**config.mk**
```make
export PLATFORM = sky130hd
export DESIGN_NAME = mem_arbiter_flat
export DESIGN_NICKNAME = d
export VERILOG_FILES = /design/src/rtl/mem_arbiter_if.sv /design/src/rtl/mem_arbiter.sv /design/src/flat_wrapper.sv
export SDC_FILE = /design/constraint.sdc
export NUM_CORES = 1
export LEC_CHECK = 0
export ABC_AREA = 0
export CAP_MARGIN = 30
export CORE_AREA = 8 8 64 106
export CTS_BUF_LIST = sky130_fd_sc_hd__clkbuf_16
export DETAILED_ROUTE_END_ITERATION = 10
export DIE_AREA = 0 0 72 114
export PLACE_DENSITY = 0.79
export SLEW_MARGIN = 5
export SYNTH_ARGS = -nofsm -noshare
export SYNTH_HDL_FRONTEND = slang
export SYNTH_SLANG_ARGS = --single-unit
```
**constraint.sdc**
```tcl
create_clock -name clk -period 2.3 [get_ports clk]
set_input_delay 0.23 -clock clk [delete_from_list [all_inputs] [get_ports clk]]
set_output_delay 0.23 -clock clk [all_outputs]
set_load 0.01 [all_outputs]
```
**src/rtl/mem_arbiter_if.sv**
```systemverilog
// CPU / GPU-loader request buses and the single-port memory bus behind the arbiter.
interface mem_arbiter_if;
  logic        cpu_req, cpu_we, cpu_gnt, cpu_rvalid;
  logic [15:0] cpu_addr, cpu_wdata, cpu_rdata;
  logic        gpu_req, gpu_we, gpu_lock, gpu_gnt, gpu_rvalid;
  logic [15:0] gpu_addr, gpu_wdata, gpu_rdata;
  logic [15:0] mem_addr, mem_wdata, mem_rdata;
  logic        mem_we;

  // arbiter side
  modport slave (
    input  cpu_req, cpu_we, cpu_addr, cpu_wdata,
    input  gpu_req, gpu_we, gpu_lock, gpu_addr, gpu_wdata,
    input  mem_rdata,
    output cpu_gnt, cpu_rvalid, cpu_rdata,
    output gpu_gnt, gpu_rvalid, gpu_rdata,
    output mem_addr, mem_wdata, mem_we
  );

  // requester / memory side
  modport master (
    output cpu_req, cpu_we, cpu_addr, cpu_wdata,
    output gpu_req, gpu_we, gpu_lock, gpu_addr, gpu_wdata,
    output mem_rdata,
    input  cpu_gnt, cpu_rvalid, cpu_rdata,
    input  gpu_gnt, gpu_rvalid, gpu_rdata,
    input  mem_addr, mem_wdata, mem_we
  );
endinterface

```
**src/rtl/mem_arbiter.sv**
```systemverilog
// Two-requester memory arbiter: CPU priority with GPU anti-starvation,
// bounded GPU lock, one-cycle read return routed by an owner tag.
module mem_arbiter #(
  parameter int unsigned STARVE_LIMIT = 4,
  parameter int unsigned LOCK_MAX     = 8
) (
  input  logic clk,
  input  logic clr,
  mem_arbiter_if.slave bus
);
  typedef enum logic {ARB, LOCKED} state_t;

  localparam logic [3:0] STARVE_TOP = 4'(STARVE_LIMIT);
  localparam logic [7:0] LOCK_TOP   = 8'(LOCK_MAX);

  state_t     state, state_nxt;
  logic [3:0] starve_cnt, starve_nxt;
  logic [7:0] lock_cnt, lock_nxt;
  logic       lock_block, block_nxt;
  logic       post_lock, post_nxt;   // first ARB cycle after a lock exit
  logic       cpu_tag, gpu_tag;      // owner of the read returning next cycle
  logic       cg, gg;                // raw grants before reset gating
  logic       cpu_gnt, gpu_gnt;

  // Grant decision and next-state for FSM and counters
  always_comb begin
    cg         = 1'b0;
    gg         = 1'b0;
    state_nxt  = state;
    starve_nxt = starve_cnt;
    lock_nxt   = lock_cnt;
    block_nxt  = lock_block;
    post_nxt   = 1'b0;
    case (state)
      ARB: begin
        if (bus.cpu_req && bus.gpu_req) begin
          if (!post_lock && starve_cnt == STARVE_TOP) gg = 1'b1;
          else                                        cg = 1'b1;
        end else begin
          cg = bus.cpu_req;
          gg = bus.gpu_req;
        end
        if (gg && bus.gpu_lock && !lock_block) begin
          state_nxt = LOCKED;
          lock_nxt  = 8'd1;
        end
      end
      LOCKED: begin
        gg       = bus.gpu_req;
        lock_nxt = lock_cnt + 8'd1;
        if (!bus.gpu_lock) begin
          state_nxt = ARB;
          post_nxt  = 1'b1;
          lock_nxt  = 8'd0;
        end else if (lock_cnt == LOCK_TOP) begin
          // forced exit: GPU must drop gpu_lock before it may lock again
          state_nxt = ARB;
          post_nxt  = 1'b1;
          block_nxt = 1'b1;
          lock_nxt  = 8'd0;
        end
      end
      default: state_nxt = ARB;
    endcase
    // saturate so a post-lock CPU win can never push past the limit
    if (gg)
      starve_nxt = 4'd0;
    else if (cg && bus.gpu_req && starve_cnt < STARVE_TOP)
      starve_nxt = starve_cnt + 4'd1;
    if (!bus.gpu_lock) block_nxt = 1'b0;
  end

  // Grants are forced low while reset is held
  assign cpu_gnt     = cg & clr;
  assign gpu_gnt     = gg & clr;
  assign bus.cpu_gnt = cpu_gnt;
  assign bus.gpu_gnt = gpu_gnt;

  // Memory bus mux of the granted requester; idle bus is all zero
  always_comb begin
    bus.mem_we    = 1'b0;
    bus.mem_addr  = 16'h0;
    bus.mem_wdata = 16'h0;
    if (cpu_gnt) begin
      bus.mem_we    = bus.cpu_we;
      bus.mem_addr  = bus.cpu_addr;
      bus.mem_wdata = bus.cpu_wdata;
    end else if (gpu_gnt) begin
      bus.mem_we    = bus.gpu_we;
      bus.mem_addr  = bus.gpu_addr;
      bus.mem_wdata = bus.gpu_wdata;
    end
  end

  // State, counters and read owner tag
  always_ff @(posedge clk or negedge clr) begin
    if (!clr) begin
      state      <= ARB;
      starve_cnt <= 4'd0;
      lock_cnt   <= 8'd0;
      lock_block <= 1'b0;
      post_lock  <= 1'b0;
      cpu_tag    <= 1'b0;
      gpu_tag    <= 1'b0;
    end else begin
      state      <= state_nxt;
      starve_cnt <= starve_nxt;
      lock_cnt   <= lock_nxt;
      lock_block <= block_nxt;
      post_lock  <= post_nxt;
      cpu_tag    <= cpu_gnt & ~bus.cpu_we;
      gpu_tag    <= gpu_gnt & ~bus.gpu_we;
    end
  end

  assign bus.cpu_rvalid = cpu_tag;
  assign bus.gpu_rvalid = gpu_tag;
  assign bus.cpu_rdata  = bus.mem_rdata;
  assign bus.gpu_rdata  = bus.mem_rdata;
endmodule

```
**src/flat_wrapper.sv**
```systemverilog
// flat-port wrapper written by rule: the top's interface ports become plain ports
module mem_arbiter_flat 
#(
  parameter int unsigned STARVE_LIMIT = 4,
  parameter int unsigned LOCK_MAX     = 8
)
  (clk, clr, bus_cpu_req, bus_cpu_we, bus_cpu_addr, bus_cpu_wdata, bus_gpu_req, bus_gpu_we, bus_gpu_lock, bus_gpu_addr, bus_gpu_wdata, bus_mem_rdata, bus_cpu_gnt, bus_cpu_rvalid, bus_cpu_rdata, bus_gpu_gnt, bus_gpu_rvalid, bus_gpu_rdata, bus_mem_addr, bus_mem_wdata, bus_mem_we);
  mem_arbiter_if bus_i ();
  input  logic clk;
  input  logic clr;
  input wire logic [$bits(bus_i.cpu_req)-1:0] bus_cpu_req;
  input wire logic [$bits(bus_i.cpu_we)-1:0] bus_cpu_we;
  input wire logic [$bits(bus_i.cpu_addr)-1:0] bus_cpu_addr;
  input wire logic [$bits(bus_i.cpu_wdata)-1:0] bus_cpu_wdata;
  input wire logic [$bits(bus_i.gpu_req)-1:0] bus_gpu_req;
  input wire logic [$bits(bus_i.gpu_we)-1:0] bus_gpu_we;
  input wire logic [$bits(bus_i.gpu_lock)-1:0] bus_gpu_lock;
  input wire logic [$bits(bus_i.gpu_addr)-1:0] bus_gpu_addr;
  input wire logic [$bits(bus_i.gpu_wdata)-1:0] bus_gpu_wdata;
  input wire logic [$bits(bus_i.mem_rdata)-1:0] bus_mem_rdata;
  output wire logic [$bits(bus_i.cpu_gnt)-1:0] bus_cpu_gnt;
  output wire logic [$bits(bus_i.cpu_rvalid)-1:0] bus_cpu_rvalid;
  output wire logic [$bits(bus_i.cpu_rdata)-1:0] bus_cpu_rdata;
  output wire logic [$bits(bus_i.gpu_gnt)-1:0] bus_gpu_gnt;
  output wire logic [$bits(bus_i.gpu_rvalid)-1:0] bus_gpu_rvalid;
  output wire logic [$bits(bus_i.gpu_rdata)-1:0] bus_gpu_rdata;
  output wire logic [$bits(bus_i.mem_addr)-1:0] bus_mem_addr;
  output wire logic [$bits(bus_i.mem_wdata)-1:0] bus_mem_wdata;
  output wire logic [$bits(bus_i.mem_we)-1:0] bus_mem_we;
  assign bus_i.cpu_req = bus_cpu_req;
  assign bus_i.cpu_we = bus_cpu_we;
  assign bus_i.cpu_addr = bus_cpu_addr;
  assign bus_i.cpu_wdata = bus_cpu_wdata;
  assign bus_i.gpu_req = bus_gpu_req;
  assign bus_i.gpu_we = bus_gpu_we;
  assign bus_i.gpu_lock = bus_gpu_lock;
  assign bus_i.gpu_addr = bus_gpu_addr;
  assign bus_i.gpu_wdata = bus_gpu_wdata;
  assign bus_i.mem_rdata = bus_mem_rdata;
  assign bus_cpu_gnt = bus_i.cpu_gnt;
  assign bus_cpu_rvalid = bus_i.cpu_rvalid;
  assign bus_cpu_rdata = bus_i.cpu_rdata;
  assign bus_gpu_gnt = bus_i.gpu_gnt;
  assign bus_gpu_rvalid = bus_i.gpu_rvalid;
  assign bus_gpu_rdata = bus_i.gpu_rdata;
  assign bus_mem_addr = bus_i.mem_addr;
  assign bus_mem_wdata = bus_i.mem_wdata;
  assign bus_mem_we = bus_i.mem_we;
  mem_arbiter #(.STARVE_LIMIT(STARVE_LIMIT), .LOCK_MAX(LOCK_MAX)) u_core (.clk(clk), .clr(clr), .bus(bus_i));
endmodule
```
# == Word-level counts from Yosys, hierarchy flattened ==
# Cells that the tools add are included.
# totals
wordCells,61
ram_bits,0
reg_bits,17
mem_bits_ro,0
latch_bits,0
input_bits,87
memories,0
output_inout_bits,69
# op_classes
reduce_logical,10
n_eq_ne,5
mul,0
n_div,0
shift,0
bitwise,7
magnitude_cmp,1
n_mux,29
add_sub_neg,2
# ops
cell,n
$mux 16,4
$mux 8,3
$mux 1,17
$pmux 8 s2,1
$add 8x1->8 const B,1
$eq 8x4->1 const B,1
$mux 4,2
$logic_and 1x1->1,6
$ne 2x1->1 const B,3
$add 4x1->4 const B,1
$and 1x1->1,4
$eq 4x3->1 const B,1
$lt 4x3->1 const B,1
$pmux 1 s2,2
$not 1->1,3
$logic_not 1->1,2
$reduce_and 2->1,1
$reduce_bool 2->1,1

# == Longest topological paths before layout ==
# Gate-level depths: netlist (run 1).
# logic_depth
word_depth,9
depth_mapped,8
mapped_depth_nobuf,6

# == Least setup slack after synthesis (run 1) ==
# No wires, ideal clock.
# synth_path
path_kind,register -> output
from,register u_core.starve_cnt[0]
to,output port bus_mem_wdata[10]
stages_incl_launch_ff,9
path_slack_ns,0.438
t_required_ns,2.070
path_buffers,2
arrival_time_ns,1.632
cell_sequence,dfrtp_1 inv_1 ha_1 and4bb_4 o21a_1 and2_4 buf_6 buf_6 a22o_1
# synth_between
elab_chain_cells,9
elab_cells_between_ends,13
classes_between,eq/ne (1); mux (9); bitwise (2); reduce/logical (1)
# synth_rtl
item,line,text
start: declaration,mem_arbiter.sv:17,"logic [3:0] starve_cnt, starve_nxt;"
start signal: assignment,mem_arbiter.sv:107,starve_cnt <= starve_nxt;
$eq 4x3->1,mem_arbiter.sv:37,if (!post_lock && starve_cnt == STARVE_TOP) gg = 1'b1;
$logic_and 1x1->1,mem_arbiter.sv:37,
$mux 1,mem_arbiter.sv:37,
$mux 1,mem_arbiter.sv:36,if (bus.cpu_req && bus.gpu_req) begin
$mux 1,mem_arbiter.sv:34,case (state)
$pmux 1 s2,mem_arbiter.sv:34,
$and 1x1->1,mem_arbiter.sv:75,assign gpu_gnt = gg & clr;
named net bus_gpu_gnt,flat_wrapper.sv:24,output wire logic [$bits(bus_i.gpu_gnt)-1:0] bus_gpu_gnt;
$mux 16,mem_arbiter.sv:88,end else if (gpu_gnt) begin
$mux 16,mem_arbiter.sv:84,if (cpu_gnt) begin
end: declaration,flat_wrapper.sv:28,output wire logic [$bits(bus_i.mem_wdata)-1:0] bus_mem_wdata;
# The timed path passes the listed nets, and every way through them passes these cells. The select of a mux whose other input is x is not followed.

# == Worst setup path in the final report (run 1) ==
# layout_path
from,register u_core.starve_cnt[0]
to,output port bus_mem_wdata[13]
# layout_between
elab_chain_cells,9
elab_cells_between_ends,13
classes_between,eq/ne (1); mux (9); bitwise (2); reduce/logical (1)
# layout_rtl
item,line
$eq 4x3->1 *,mem_arbiter.sv:37
$logic_and 1x1->1 *,mem_arbiter.sv:37
$mux 1,mem_arbiter.sv:37
$mux 1,mem_arbiter.sv:36
$mux 1,mem_arbiter.sv:34
$pmux 1 s2,mem_arbiter.sv:34
$and 1x1->1,mem_arbiter.sv:75
$mux 16,mem_arbiter.sv:88
$mux 16 *,mem_arbiter.sv:84
# Every way passes the cells marked *; elsewhere a longest branch is shown, timed or not. The select of a mux whose other input is x is not followed.

==> summary.md, run 1 <==
| Metric | Value |
|---|---|
| Clk pwr share | 0.245 |
| Tot GR Track Use | 0.127 |
| Pre-Repair DR Iteration Count | 4 |
| Vias | 1,504 |
| Clock root buffer | clkbuf_16 |
| FILL cells | 529 |
| List of most frequent post-synthesis cells | 33 x a22o_1, 33 x buf_4, 17 x dfrtp_1, 8 x nand2_1 |
| Wire length per cell | 18.1 um |
| CTS tree | built |
| Top cell type's share of synthesized area | 0.285 |
| DP HPWL | 4670 um |
| Pwr Density | 590 nW/um^2 |
| Synth warn | 0 |
| Chip Width | 72 um |
| CP Data Arrival Time | 1.94 ns |
| Most used DFF post-synth | dfrtp_1 |
| Comb power frac | 0.472 |
| Mapped cell area | 1490 sq um |
| Period utilization | 0.945 |
| Final hold violations | 0 |
| Net Sw Power | 0.468 mW |
| Max Slew Vio Count | 0 |
| Worst setup EP type | output port |
| CP startpoint | u_core.starve_cnt[0]$_DFFE_PN0P_ |
| EDFF count, synth | 0 |
| Final wirelength | 5720 um |
| CTS Buf Count | 3 |
| ANT nets after route | 0 |
| First-pass GRT wire length | 8160 um |
| Sequential share of power | 0.283 |
| Synthesis-to-finish area growth | 60.0% |
| Max Fanout on Critical Path | 24 |
| Hold Buf Count CTS | 0 |
| Antenna violations before repair | 1 |
| Cells after DPL | 309 |
| Slew margin rel. | 0.710 |
| F_max | 460 MHz |
| Die area | 8210 sq um |
| Die Height | 114 um |
| Outcome | complete, no violations |
| Site Rows | 35 |
| Synth Area per Inst | 9.33 sq um |
| Synth area leader | dfrtp_1 |
| Post-DR vias/cell | 4.76 |
| Worst-Margin Slew | 0.435 ns |
| Iter 0 DRT Violations | 38 |
| Final WS setup | 0.126 ns |
| Ports | 156 |
| Maxcap violations | 0 |
| Static Leakage | 1.09 nW |
| Hold WC Path Type | input pin to asynchronous set/reset pin |
| Final Power | 1.41 mW |
| Max Clock Skew | 0.00370 ns |
| Share of cells above drive strength 1 | 0.216 |
| Layout Nets | 333 |
| WS Path Type | flip-flop to output port |
| Routability Congestion | 0.871 |
| Synth cell types | 34 |
| R2r startpoint | u_core.starve_cnt[0]$_DFFE_PN0P_ |
| Min Tclk post-route | 2.17 ns |
| CTS sink count | 17 |
| Post-synth ARST share | 1.00 |
| Starting Density | 0.282 |
| CP required | 2.07 ns |
| DP Worst Slack | -0.0728 ns |
| # setup viols final | 0 |
| Cells after synthesis | 160 |
| Reg clk slew, reported paths | 0.05 ns |
| Count of port buffers added during placement | 107 |
| Insertion delay to the later sink of the worst-skew pair | 0.25 ns |
| P_int | 0.941 mW |
| CORE AREA | 5300 sq um |
| Sw frac | 0.332 |
| Max VDD drop | 0.378 mV |
| Synth Register Bits | 17 |
| Gr ovfl total | 0 |
| Post-Syn Nets | 251 |
| Worst setup SP type | flip-flop |
| H-Tree Depth | 1 |
| Largest net degree at the start of global routing | 36 |
| Register area share after synthesis | 0.285 |
| Final Non-Filler Cells | 316 |
| Vias in the first global route | 1,549 |
| RSZ-0062 raised after global routing | no |
| # DRC | 0 |
| Largest cells by area after synthesis | dfrtp_1 28%, a22o_1 19%, buf_4 17% |
| Clock Tree Buf Depth | 2 |
==> worst max-delay path: stages, from the launching register on <==
cell and delay [ns]:
dfrtp_1 0.34, inv_1 0.05, ha_1 0.19, and4bb_4 0.23, o21a_1 0.19, and2_4 0.18
buf_12 0.15, a22o_1 0.24, clkbuf_2 0.13
==> power groups by stage <==
stage | sequential, mW | combinational, mW | clock (mW)
3_5_place_dp | 0.404 | 0.710 | 0
3_3_place_gp | 0.399 | 0.693 | 0
2_1_floorplan | 0.391 | 0.405 | 0
4_1_cts | 0.397 | 0.687 | 0.348
5_1_grt | 0.405 | 0.725 | 0.371
6_report | 0.398 | 0.665 | 0.346
==> final timing paths <==
kind	endpoint	slack, ns	cells past startpoint
max	bus_mem_wdata[13]	0.13	8
min	u_core.starve_cnt[2]$_DFFE_PN0P_	0.19	1
max reg2reg	u_core.lock_cnt[0]$_DFFE_PN0P_	0.64	6
min reg2reg	u_core.starve_cnt[3]$_DFFE_PN0P_	0.51	1
max in group asynchronous	u_core.lock_block$_DFFE_PN0P_	1.64	2
min in group clk	bus_cpu_rdata[0]	0.46	0
==> cells by family after synthesis <==
kind of cell	share of synthesized area
compound gates	0.290
buf+inv	0.223
simple gates	0.151
flops	0.285
fa+ha+maj	0.0335
xor+xnor	0.0176
==> flip-flops by register name, summed over array words and instances, names as in the netlist <==
signal and cells:
u_core.starve_cnt 4, u_core.bus.cpu_rvalid 1, u_core.lock_block 1, u_core.bus.gpu_rvalid 1, u_core.post_lock 1, u_core.state 1, u_core.lock_cnt 8
==> placed cells by master (no fill, tap or decap), types with 2 or more instances in the layout <==
cell type,n
clkdlybuf4s50_1,72
a22o_1,33
clkbuf_2,32
dfrtp_1,17
nand2_1,8
inv_1,6
nor2_1,6
nand3_1,6
buf_4,6
nor2b_1,4
nor3_1,4
ha_1,4
clkbuf_16,4
nand2b_1,3
o2bb2ai_1,3
o21ai_0,3
a21o_1,2
xnor2_1,2
and2_1,2
a211o_1,2
buf_12,2
==> what timing repair did <==
| action | in CTS | in global routing |
|---|---|---|
| setup endpoints to repair | 34 | 34 |
| resized for setup | 68 | 36 |
| gates cloned | 0 | 1 |
| pin swaps | 0 | 1 |
| buffers inserted | 1 | 0 |
| hold endpoints to repair | 0 | 0 |
==> area by class of cell <==
class	count	area [sq um]	share of cell area
Inverter	5	18.8	0.00786
Clock buffer	3	75.1	0.0314
Timing Repair Buffer	117	1030	0.431
Tap cell	74	92.6	0.0388
Antenna cell	1	2.50	0.00105
Clock inverter	1	3.75	0.00157
Multi-Input combinational cell	98	742	0.311
Sequential cell	17	425	0.178
==> metrics by stage <==
| stage | cell area [sq um] | hold slack [ns] | utilization | setup TNS (ns) |
|---|---|---|---|---|
| 2_1_floorplan | 1490 | -0.0656 | - | 0 |
| 3_3_place_gp | 2430 | 0.457 | 0.458 | -0.161 |
| 3_5_place_dp | 2430 | 0.454 | 0.458 | -1.52 |
| 4_1_cts | 2510 | 0.192 | 0.474 | 0 |
| 5_1_grt | 2390 | 0.193 | 0.451 | 0 |
| 6_report | 2390 | 0.191 | 0.451 | 0 |
==> per-layer routing <==
layer / wire (um) / track usage / vias to the layer above
li1: - / - / 716
met1: 2100 / 0.112 / 687
met2: 2860 / 0.237 / 83
met3: 567 / 0.0475 / 18
met4: 182 / 0.0700 / 0
met5: 0 / 0 / -
Power figures use the tool's default switching activity.
==> run 2, diff against run 1 <==
==> constraint.sdc (replaced) <==
create_clock -name clk -period 2.1 [get_ports clk]
set_input_delay 0.21 -clock clk [delete_from_list [all_inputs] [get_ports clk]]
set_output_delay 0.21 -clock clk [all_outputs]
set_load 0.01 [all_outputs]
==> summary.md, run 2 (synthesis gave the netlist of run 1 again) <==
| Metric | Value |
|---|---|
| Iter 0 DRT Violations | 31 (-18%) |
| Worst Reg2Reg Path Length in Cells | 7 (+1) |
| Diodes inserted | 0 (-1) |
| Max Slew Vio Count | 0 (unchanged) |
| Final WS setup | -0.0372 ns (-0.163 ns) |
| RSZ-0062 raised after global routing | yes |
| Vias | 1,586 (+5.5%) |
| Top Registers | u_core.lock_cnt x8, u_core.starve_cnt x4 |
| Commonest non-fill, non-tap cell in the layout | clkdlybuf4s50_1 |
| Antenna violations before repair | 0 (-1) |
| Vias in the first global route | 1,624 (+4.8%) |
| Placed cell area | 2460 sq um (+1.2%) |
| Post-DR vias/cell | 4.94 (+3.8%) |
| R2r startpoint | u_core.starve_cnt[0]$_DFFE_PN0P_ |
| Count of port buffers added during placement | 107 (unchanged) |
| Max FFs per register | 8 (unchanged) |
| F_max | 468 MHz |
| # setup viols final | 27 (+27) |
| Chip Width | 72 um (unchanged) |
| Pre-Repair DR Iteration Count | 4 (unchanged) |
| Worst setup EP type | output port |
| Most frequent cells in the layout | 72 x clkdlybuf4s50_1, 33 x a22o_1, 30 x buf_2 |
| ANT nets after route | 0 (unchanged) |
| DP HPWL | 4750 um (+1.8%) |
| Insertion delay to the later sink of the worst-skew pair | 0.25 ns (about the same) |
| Final hold slack | 0.354 ns (+0.163 ns) |
| # DRC | 0 (unchanged) |
| Post-route design area | 2470 sq um (+3.2%) |
| First-pass GRT wire length | 9070 um (+11%) |
| DP Worst Slack | -0.215 ns (-0.142 ns) |
| CP required | 1.89 ns (-0.18 ns) |
| Largest Register | u_core.lock_cnt |
| Net Sw Power | 0.527 mW (+13%) |
| Wire length per cell | 19.0 um (+4.9%) |
| Max Fanout on Critical Path | 12 (-50%) |
| CTS tree | built |
| Min Tclk post-route | 2.14 ns |
| Sequential share of power | 0.275 (-0.008) |
| H-Tree Depth | 1 (unchanged) |
| Final Power | 1.59 mW (+13%) |
| Hold WC Path Type | input pin to asynchronous set/reset pin |
| Final hold violations | 0 (unchanged) |
| Die Height | 114 um (unchanged) |
| Layout Nets | 339 (+1.8%) |
| Die area | 8210 sq um (unchanged) |
| Max VDD drop | 0.450 mV (+19%) |
| Period utilization | 1.02 |
| CTS sink count | 17 (unchanged) |
| Pwr Density | 644 nW/um^2 (+9.3%) |
| Comb power frac | 0.488 (+0.016) |
| Worst setup SP type | flip-flop |
| Hold Buf Count CTS | 0 (unchanged) |
| Synthesis-to-finish area growth | 65.2% |
| Sw frac | 0.332 (-0.000619) |
| Worst R2R End | u_core.lock_cnt[0]$_DFFE_PN0P_ |
| Gr ovfl total | 0 (unchanged) |
| Fin Setup TNS | -0.659 ns (-0.659 ns) |
| Ports | 156 (unchanged) |
| Routability Congestion | 0.894 (+2.7%) |
| CORE AREA | 5300 sq um (unchanged) |
| Final wirelength | 6090 um (+6.5%) |
| WS Path Type | flip-flop to output port |
| Reg clk slew, reported paths | 0.05 ns (about the same) |
| P_int | 1.06 mW (+13%) |
| Tot GR Track Use | 0.141 (+0.0140) |
| Failing checks | negative setup slack |
| Maxcap violations | 0 (unchanged) |
| Largest net degree at the start of global routing | 36 (unchanged) |
| CTS Buf Count | 3 (unchanged) |
| Max Clock Skew | 0.00104 ns (-0.00266 ns) |
| Clk pwr share | 0.237 (-0.008) |
| Outcome | finished with violations |
| Static Leakage | 1.13 nW (+3.7%) |
| Slew margin rel. | 0.683 (-0.0270) |
| Flop-to-flop setup slack | 0.31 ns (-0.33 ns) |
| Worst-Margin Slew | 0.476 ns (+0.0405 ns) |
| Site Rows | 35 (unchanged) |
| Starting Density | 0.282 (unchanged) |
| Share of cells above drive strength 1 | 0.243 (+0.0271) |
| Clock Tree Buf Depth | 2 (unchanged) |
| CP Data Arrival Time | 1.93 ns (about the same) |
| Clock root buffer | clkbuf_16 |
==> run 2: changes by cell type in the layout (fill, tap and decap cells not counted) <==
cell / previous run / this run
dlygate4sd2_1: 1 / 0
ha_2: 0 / 1
buf_2: 1 / 30
diode_2: 1 / 0
buf_16: 0 / 1
clkbuf_2: 32 / 1
dlymetal6s2s_1: 1 / 0
buf_4: 6 / 11
clkdlybuf4s15_1: 0 / 1
ha_1: 4 / 3
buf_6: 1 / 4
==> run 2: power groups by stage <==
| stage | Combinational, mW | Sequential [mW] | Clock (mW) |
|---|---|---|---|
| 2_1_floorplan | 0.444 | 0.429 | 0 |
| 6_report | 0.776 | 0.437 | 0.376 |
| 3_5_place_dp | 0.797 | 0.440 | 0 |
| 3_3_place_gp | 0.776 | 0.435 | 0 |
| 4_1_cts | 0.758 | 0.435 | 0.388 |
| 5_1_grt | 0.845 | 0.446 | 0.405 |
==> run 2: what timing repair did <==
| item | CTS | global route |
|---|---|---|
| gates resized for setup | 140 | 5 |
| buffers inserted | 1 | 0 |
| pin swaps | 4 | 4 |
| hold endpoints to repair | 0 | 0 |
| gates cloned | 2 | 1 |
| endpoints found under the setup margin | 35 | 35 |
==> run 2: layout make-up <==
class	count	area (sq um)
fillers	514	2830
repair buffers	123	1110
multi-input cells	98	744
flip-flops and latches	17	425
well taps	74	92.6
clock buffers	3	75.1
inverters	5	18.8
clock inverters	1	3.75
==> run 2: worst max-delay path by stage <==
stage               slack (ns)           endpoint                              from  cells after the start
CTS                      -0.05    bus_mem_addr[7]  u_core.starve_cnt[0]$_DFFE_PN0P_                      8
detailed placement       -0.21   bus_mem_addr[14]                       bus_cpu_req                      7
global route             -0.13    bus_mem_addr[0]  u_core.starve_cnt[0]$_DFFE_PN0P_                      8
finish                   -0.04  bus_mem_wdata[14]  u_core.starve_cnt[0]$_DFFE_PN0P_                      8
global placement         -0.18    bus_mem_addr[6]                       bus_cpu_req                      7
floorplan                 0.26  bus_mem_wdata[10]  u_core.starve_cnt[0]$_DFFE_PN0P_                      8
==> run 2: metrics by stage <==
stage / utilization / cells
after floorplan: - / 160
after global placement: 0.464 / 313
after detailed placement: 0.464 / 313
after CTS: 0.458 / 320
after global routing: 0.465 / 321
final: 0.465 / 321
==> run 2: worst max-delay path: stages (launching register included) <==
cell      delay (ns)
dfrtp_1         0.34
inv_1           0.05
ha_2            0.18
and4bb_4        0.20
o21a_1          0.19
and2_4          0.21
buf_16          0.15
a22o_1          0.23
buf_2           0.14
==> run 2: layer usage <==
layer,GRT usage,wire length [um],vias up
met5,0,0,-
met4,0.0508,117,0
met3,0.0448,596,14
met2,0.271,3240,91
met1,0.133,2130,748
li1,-,-,733
